`src/rtl/alarm_pkg.sv`:
```
// Shared types and helpers for the multi-channel alarm bank: channel state
// encoding, hour/minute field type and wrap-aware minute addition.
package alarm_pkg;

  localparam int TIME_W = 7;

  typedef logic [TIME_W-1:0] time_field_t;

  localparam time_field_t MAX_HOUR   = 7'd23;
  localparam time_field_t MAX_MINUTE = 7'd59;

  typedef enum logic [1:0] {
    IDLE,
    ARMED,
    RINGING,
    SNOOZED
  } alarm_state_e;

  typedef struct packed {
    time_field_t hour;
    time_field_t minute;
  } hm_t;

  // Minutes argument is at most 59, so a single carry into the hour is enough.
  function automatic hm_t add_minutes(input time_field_t hour,
                                      input time_field_t minute,
                                      input time_field_t minutes);
    hm_t             result;
    logic [TIME_W:0] sum;
    sum           = {1'b0, minute} + {1'b0, minutes};
    result.hour   = hour;
    result.minute = sum[TIME_W-1:0];
    if (sum > {1'b0, MAX_MINUTE}) begin
      result.minute = TIME_W'(sum - (TIME_W+1)'(60));
      result.hour   = (hour == MAX_HOUR) ? '0 : hour + TIME_W'(1);
    end
    return result;
  endfunction

endpackage

```
`src/rtl/alarm_channel.sv`:
```
// One alarm channel: stored alarm time, enable bit, and the ring/snooze state
// machine with its snooze target, snooze counter and ring timeout timer.
module alarm_channel
  import alarm_pkg::*;
#(
  parameter int SNOOZE_MIN   = 5,
  parameter int MAX_SNOOZE   = 3,
  parameter int RING_TIMEOUT = 60
) (
  input  logic        clk,
  input  logic        reset,
  input  logic        sec_tick,
  input  time_field_t cur_hour,
  input  time_field_t cur_minute,
  input  time_field_t cur_second,
  input  logic        hour_inc,
  input  logic        minute_inc,
  input  logic        toggle,
  input  logic        snooze,
  input  logic        stop,
  output time_field_t alarm_hour,
  output time_field_t alarm_minute,
  output logic        enable,
  output logic        ringing
);

  localparam int CNT_W = (MAX_SNOOZE < 1) ? 1 : $clog2(MAX_SNOOZE + 1);
  localparam int TMR_W = (RING_TIMEOUT < 2) ? 1 : $clog2(RING_TIMEOUT);

  localparam logic [CNT_W-1:0] SNOOZE_LIMIT = CNT_W'(MAX_SNOOZE);
  localparam logic [TMR_W-1:0] TIMER_LAST   = TMR_W'(RING_TIMEOUT - 1);
  localparam time_field_t      SNOOZE_STEP  = TIME_W'(SNOOZE_MIN);

  alarm_state_e     state, state_next;
  logic [CNT_W-1:0] snooze_count, count_next;
  logic [TMR_W-1:0] ring_timer, timer_next;
  hm_t              target, target_next;
  hm_t              snooze_time;
  logic             minute_start, alarm_hit, target_hit;

  always_ff @(posedge clk or negedge reset) begin
    if (!reset) begin
      alarm_hour   <= '0;
      alarm_minute <= '0;
      enable       <= 1'b0;
    end else begin
      if (hour_inc)
        alarm_hour <= (alarm_hour == MAX_HOUR) ? '0 : alarm_hour + TIME_W'(1);
      if (minute_inc)
        alarm_minute <= (alarm_minute == MAX_MINUTE) ? '0 : alarm_minute + TIME_W'(1);
      if (toggle)
        enable <= ~enable;
    end
  end

  assign minute_start = sec_tick && (cur_second == '0);
  assign alarm_hit    = minute_start && (cur_hour == alarm_hour) && (cur_minute == alarm_minute);
  assign target_hit   = minute_start && (cur_hour == target.hour) && (cur_minute == target.minute);
  assign snooze_time  = add_minutes(cur_hour, cur_minute, SNOOZE_STEP);

  always_ff @(posedge clk or negedge reset) begin
    if (!reset) begin
      state        <= IDLE;
      snooze_count <= '0;
      ring_timer   <= '0;
      target       <= '0;
    end else begin
      state        <= state_next;
      snooze_count <= count_next;
      ring_timer   <= timer_next;
      target       <= target_next;
    end
  end

  always_comb begin
    state_next  = state;
    count_next  = snooze_count;
    timer_next  = ring_timer;
    target_next = target;
    // A toggle while enabled is a disable; a toggle while disabled leaves IDLE as is.
    if (!enable || toggle) begin
      state_next = IDLE;
    end else begin
      unique case (state)
        IDLE: state_next = ARMED;
        ARMED: begin
          if (alarm_hit) begin
            state_next = RINGING;
            timer_next = '0;
            count_next = '0;
          end
        end
        RINGING: begin
          if (stop) begin
            state_next = ARMED;
          end else if (snooze) begin
            if (snooze_count < SNOOZE_LIMIT) begin
              state_next  = SNOOZED;
              target_next = snooze_time;
              count_next  = snooze_count + CNT_W'(1);
            end else begin
              state_next = ARMED;
            end
          end else if (sec_tick) begin
            if (ring_timer == TIMER_LAST) state_next = ARMED;
            else                          timer_next = ring_timer + TMR_W'(1);
          end
        end
        SNOOZED: begin
          if (stop) begin
            state_next = ARMED;
          end else if (target_hit) begin
            state_next = RINGING;
            timer_next = '0;
          end
        end
        default: state_next = IDLE;
      endcase
    end
  end

  assign ringing = (state == RINGING);

endmodule

```
`src/rtl/alarm_bank.sv`:
```
// Bank of independently editable alarm channels: button release detection,
// per-channel edit routing, selected-channel readback and ring priority encoding.
module alarm_bank
  import alarm_pkg::*;
#(
  parameter int NUM_ALARMS   = 4,
  parameter int SEL_W        = 2,
  parameter int SNOOZE_MIN   = 5,
  parameter int MAX_SNOOZE   = 3,
  parameter int RING_TIMEOUT = 60
) (
  input  logic                  clk,
  input  logic                  reset,
  input  logic                  sec_tick,
  input  logic [TIME_W-1:0]     cur_hour,
  input  logic [TIME_W-1:0]     cur_minute,
  input  logic [TIME_W-1:0]     cur_second,
  input  logic [SEL_W-1:0]      sel,
  input  logic                  add_hour_signal,
  input  logic                  add_minute_signal,
  input  logic                  toggle_signal,
  input  logic                  snooze_signal,
  input  logic                  stop_signal,
  output logic [TIME_W-1:0]     sel_hour,
  output logic [TIME_W-1:0]     sel_minute,
  output logic [NUM_ALARMS-1:0] alarm_enable,
  output logic                  ringing,
  output logic [SEL_W-1:0]      ring_channel
);

  logic [4:0] btn_now, btn_prev, btn_release;
  logic       hour_rel, minute_rel, toggle_rel, snooze_rel, stop_rel;

  time_field_t           ch_hour   [NUM_ALARMS];
  time_field_t           ch_minute [NUM_ALARMS];
  logic [NUM_ALARMS-1:0] ch_ringing;

  assign btn_now = {stop_signal, snooze_signal, toggle_signal, add_minute_signal, add_hour_signal};

  always_ff @(posedge clk or negedge reset) begin
    if (!reset) btn_prev <= '0;
    else        btn_prev <= btn_now;
  end

  // Buttons act on release, so the action fires when the held level drops.
  assign btn_release = btn_prev & ~btn_now;
  assign hour_rel    = btn_release[0];
  assign minute_rel  = btn_release[1];
  assign toggle_rel  = btn_release[2];
  assign snooze_rel  = btn_release[3];
  assign stop_rel    = btn_release[4];

  for (genvar i = 0; i < NUM_ALARMS; i++) begin : g_channel
    logic selected;
    assign selected = (sel == SEL_W'(i));

    alarm_channel #(
      .SNOOZE_MIN  (SNOOZE_MIN),
      .MAX_SNOOZE  (MAX_SNOOZE),
      .RING_TIMEOUT(RING_TIMEOUT)
    ) u_channel (
      .clk         (clk),
      .reset       (reset),
      .sec_tick    (sec_tick),
      .cur_hour    (cur_hour),
      .cur_minute  (cur_minute),
      .cur_second  (cur_second),
      .hour_inc    (hour_rel && selected),
      .minute_inc  (minute_rel && selected),
      .toggle      (toggle_rel && selected),
      .snooze      (snooze_rel),
      .stop        (stop_rel),
      .alarm_hour  (ch_hour[i]),
      .alarm_minute(ch_minute[i]),
      .enable      (alarm_enable[i]),
      .ringing     (ch_ringing[i])
    );
  end

  // Out-of-range selects match no channel and therefore read back as zero.
  always_comb begin
    sel_hour   = '0;
    sel_minute = '0;
    for (int i = 0; i < NUM_ALARMS; i++) begin
      if (sel == SEL_W'(i)) begin
        sel_hour   = ch_hour[i];
        sel_minute = ch_minute[i];
      end
    end
  end

  always_comb begin
    ring_channel = '0;
    for (int i = NUM_ALARMS - 1; i >= 0; i--) begin
      if (ch_ringing[i]) ring_channel = SEL_W'(i);
    end
  end

  assign ringing = |ch_ringing;

endmodule

```
`config.mk`:
```
export PLATFORM = sky130hd
export DESIGN_NAME = alarm_bank
export DESIGN_NICKNAME = d
export VERILOG_FILES = /design/src/rtl/alarm_pkg.sv /design/src/rtl/alarm_channel.sv /design/src/rtl/alarm_bank.sv
export SDC_FILE = /design/constraint.sdc
export NUM_CORES = 1
export LEC_CHECK = 0
export ABC_AREA = 1
export CORE_MARGIN = 10
export CORE_UTILIZATION = 30
export DETAILED_ROUTE_END_ITERATION = 6
export SLEW_MARGIN = 20
export SYNTH_ARGS = -nofsm -noshare
export SYNTH_HDL_FRONTEND = slang
export SYNTH_HIERARCHICAL = 1
export SYNTH_SLANG_ARGS = --single-unit
```
`constraint.sdc`:
```
create_clock -name clk -period 6.4 [get_ports clk]
set_clock_uncertainty 0.2 [all_clocks]
set_input_delay 1.28 -clock clk [delete_from_list [all_inputs] [get_ports clk]]
set_output_delay 1.28 -clock clk [all_outputs]
set_load 0.01 [all_outputs]
```
==> flow_metrics.env <==
export IMPL_yosysTopAreaCell="dfrtp_1"
export IMPL_grt_max_degree=69
export IMPL_r2r_cells=10
export IMPL_hp_class="flop to flop"
export IMPL_synth_seq_cells=161
export IMPL_ff2ff_setup_slack_ps=3740
export IMPL_first_global_vias=12509
export IMPL_synth_top_area_share_pct=30.8
export IMPL_slew_headroom_pct=27.2
export IMPL_placed_area_um2=14300
export IMPL_cp_arrival_ps=3300
export IMPL_n_antenna_cell=0
export IMPL_cts_resized=0
export IMPL_drt_wl_total_mm=41.2
export IMPL_critPathRequiredTime_ps=4920
export IMPL_gp_congestion=0.923
export IMPL_yosysWarnings=6
export IMPL_synthCells=2094
export IMPL_vias_per_cell=4.79
export IMPL_fillers=4675
export IMPL_finalHoldViolCount=0
export IMPL_cts_sinks=161
export IMPL_grt_usage_pct=15.7
export IMPL_cp_end_kind="primary output"
export IMPL_die_w_um=229
export IMPL_ctsHoldBuffers=0
export IMPL_hold_ws_ps=275
export IMPL_post_cts_setup_buffers=0
export IMPL_worst_slew_pin_slew_ps=1090
export IMPL_holdPathStages=2
export IMPL_final_antenna_net_count=0
export IMPL_overflow=0
export IMPL_cts_tree="done"
export IMPL_cp_max_fo=31
export IMPL_drc_errors=0
export IMPL_finalCritPeriodShare_pct=74.7
export IMPL_vias=13221
export IMPL_route_detailed_wl_per_inst_um=15.0
export IMPL_synthFlopType="dfrtp_1"
export IMPL_grt_busiest_layer="met2"
export IMPL_row_count=76
export IMPL_globalRouteMet3Util_pct=3.16
export IMPL_cts_buffers=17
export IMPL_grtUsageMet2_pct=25.9
export IMPL_drt_iter0_markers=992
export IMPL_layout_nets=2224
export IMPL_cts_root_buf="clkbuf_16"
export IMPL_clock_latency_ps=460
export IMPL_synth_fp_nets=2158
export IMPL_grt_setup_unrepaired="no"
export IMPL_initial_core_util_pct=30.3
export IMPL_p_leak_nw=7.61
export IMPL_netlist_area_um2=13100
export IMPL_fin_area_um2=14900
export IMPL_drv_slew=0
export IMPL_ioPinCount=52
export IMPL_tns_ps=0
export IMPL_synth_area_top_cells="dfrtp_1, nand2_1, nor2_1"
export IMPL_fin_util_pct=34.6
export IMPL_dp_hpwl_mm=31.0
export IMPL_min_period_ps=4780
export IMPL_start_kind="input port"
export IMPL_port_buffers=51
export IMPL_ir_drop_uv=141
export IMPL_maxCapViolCount=0
export IMPL_fmax_mhz=209
export IMPL_grt_pass1_wl_mm=66.3
export IMPL_antenna_found_initial=0
export IMPL_dieArea_um2=52300
export IMPL_final_setup_viol_count=0
export IMPL_syn_avg_cell_area_um2=6.24
export IMPL_chipHeight_um=229
export IMPL_power_density_nw_per_um2=317
export IMPL_drive_gt1_share_pct=7.82
export IMPL_total_power_mw=4.72
export IMPL_clk_pin_slew_worst_paths_ps=60
export IMPL_status="complete, no violations"
export IMPL_async_flop_share_pct=100
export IMPL_crit_type="input port to primary output"
export IMPL_htree_levels=4
export IMPL_synth_edf_count=0
export IMPL_use_met1_pct=20.6
export IMPL_area_growth_pct=14.2
export IMPL_ys_seq_area_share_pct=30.8
export IMPL_cts_buffer_depth=2
export IMPL_dr_pass1_iters=5
export IMPL_core_area_um2=43100
export IMPL_yosys_cell_types_count=37
==> placed cells by master, fill, tap and decap left out, types with 22 or more instances in the layout <==
master and count:
o21ai_1 25, nor3_1 33, xor2_1 40, nor2_1 260, inv_2 44, dfrtp_1 161
ha_1 33, nand4_1 37, clkdlybuf4s50_1 50, o21ai_0 71, nand2_1 783, buf_4 22
inv_1 255, nand3_1 183
==> kinds of logic (layout without fill, tap and decap cells) <==
kind of cell / count (synthesis) / count (layout) / share of synthesized area (%)
AOI/OAI and AO/OA: 129 / 129 / 5.95
xor gates and xnor gates: 48 / 48 / 3.22
adders and majority gates: 33 / 33 / 3.16
buffers and inverters: 326 / 405 / 9.99
DFF: 161 / 161 / 30.8
and+or+nand+nor: 1397 / 1397 / 46.8
==> per-layer routing <==
| layer | vias to the layer above | share of wire, % | wire (um) |
|---|---|---|---|
| met5 | - | 0 | 0 |
| met4 | 0 | 1.5 | 624 |
| met3 | 46 | 6.2 | 2560 |
| met2 | 346 | 46 | 19100 |
| met1 | 6149 | 46 | 19000 |
| li1 | 6680 | - | - |
==> Yosys cell counts, types with 11 or more instances <==
library cell	n
ha_1	33
nor3_1	33
o21ai_1	25
nand3_1	183
nor2_1	260
inv_2	44
o21ai_0	71
xor2_1	40
nand2_4	11
nand4_1	37
dfrtp_1	161
o211ai_1	11
nor3b_1	19
buf_2	13
inv_1	255
nand2_1	783
nand2_2	19
==> report_power, final <==
group	switching (mW)	internal (mW)	total, mW	leakage [nW]
logic	1.19	0.687	1.87	5.28
clock network	0.476	0.630	1.11	0.294
registers	0.394	1.35	1.74	2.04
total	2.06	2.66	4.72	7.61
==> worst max-delay path, stage by stage <==
cell and delay (ps):
clkdlybuf4s50_1 550, buf_4 340, inv_2 210, nand3_1 120, nand4_1 230, clkdlybuf4s50_1 570
==> final timing paths <==
path / to / startpoint
setup / recovery: sel_hour[6] / sel[0]
min in group asynchronous: g_channel[3].u_channel/ring_timer[5]$_DFFE_PN0P_ / reset
hold reg to reg: g_channel[1].u_channel/ring_timer[3]$_DFFE_PN0P_ / g_channel[1].u_channel/ring_timer[3]$_DFFE_PN0P_
hold / removal: g_channel[1].u_channel/ring_timer[3]$_DFFE_PN0P_ / g_channel[1].u_channel/ring_timer[3]$_DFFE_PN0P_
setup reg to reg: g_channel[0].u_channel/target[2]$_DFFE_PN0P_ / btn_prev[2]$_DFF_PN0_
max in group asynchronous: g_channel[0].u_channel/alarm_hour[6]$_DFFE_PN0P_ / reset
==> sequential cells by signal, indices dropped and copies added, names as in the netlist <==
| register | cells |
|---|---|
| g_channel.u_channel/ring_timer | 24 |
| g_channel.u_channel/state | 8 |
| g_channel.u_channel/alarm_minute | 28 |
| g_channel.u_channel/alarm_hour | 28 |
| g_channel.u_channel/snooze_count | 8 |
| g_channel.u_channel/target | 56 |
| g_channel.u_channel/enable | 4 |
| btn_prev | 5 |
==> metrics by stage <==
step / std cells / setup WS [ps]
floorplan: 2094 / 3140
CTS: 2758 / 1660
global placement: 2726 / 1670
finish: 2758 / 1620
detailed placement: 2726 / 1670
global route: 2758 / 1550
==> final cells by class <==
cell class,instances,area [um^2],share of cell area [%]
Clock buffer,18,439,2.95
Clock inverter,14,179,1.20
Inverter,300,1130,7.56
Multi-Input combinational cell,1607,7730,51.8
Sequential cell,161,4030,27.0
Tap cell,585,732,4.91
Timing Repair Buffer,73,677,4.54
Power figures use the tool's default switching activity.
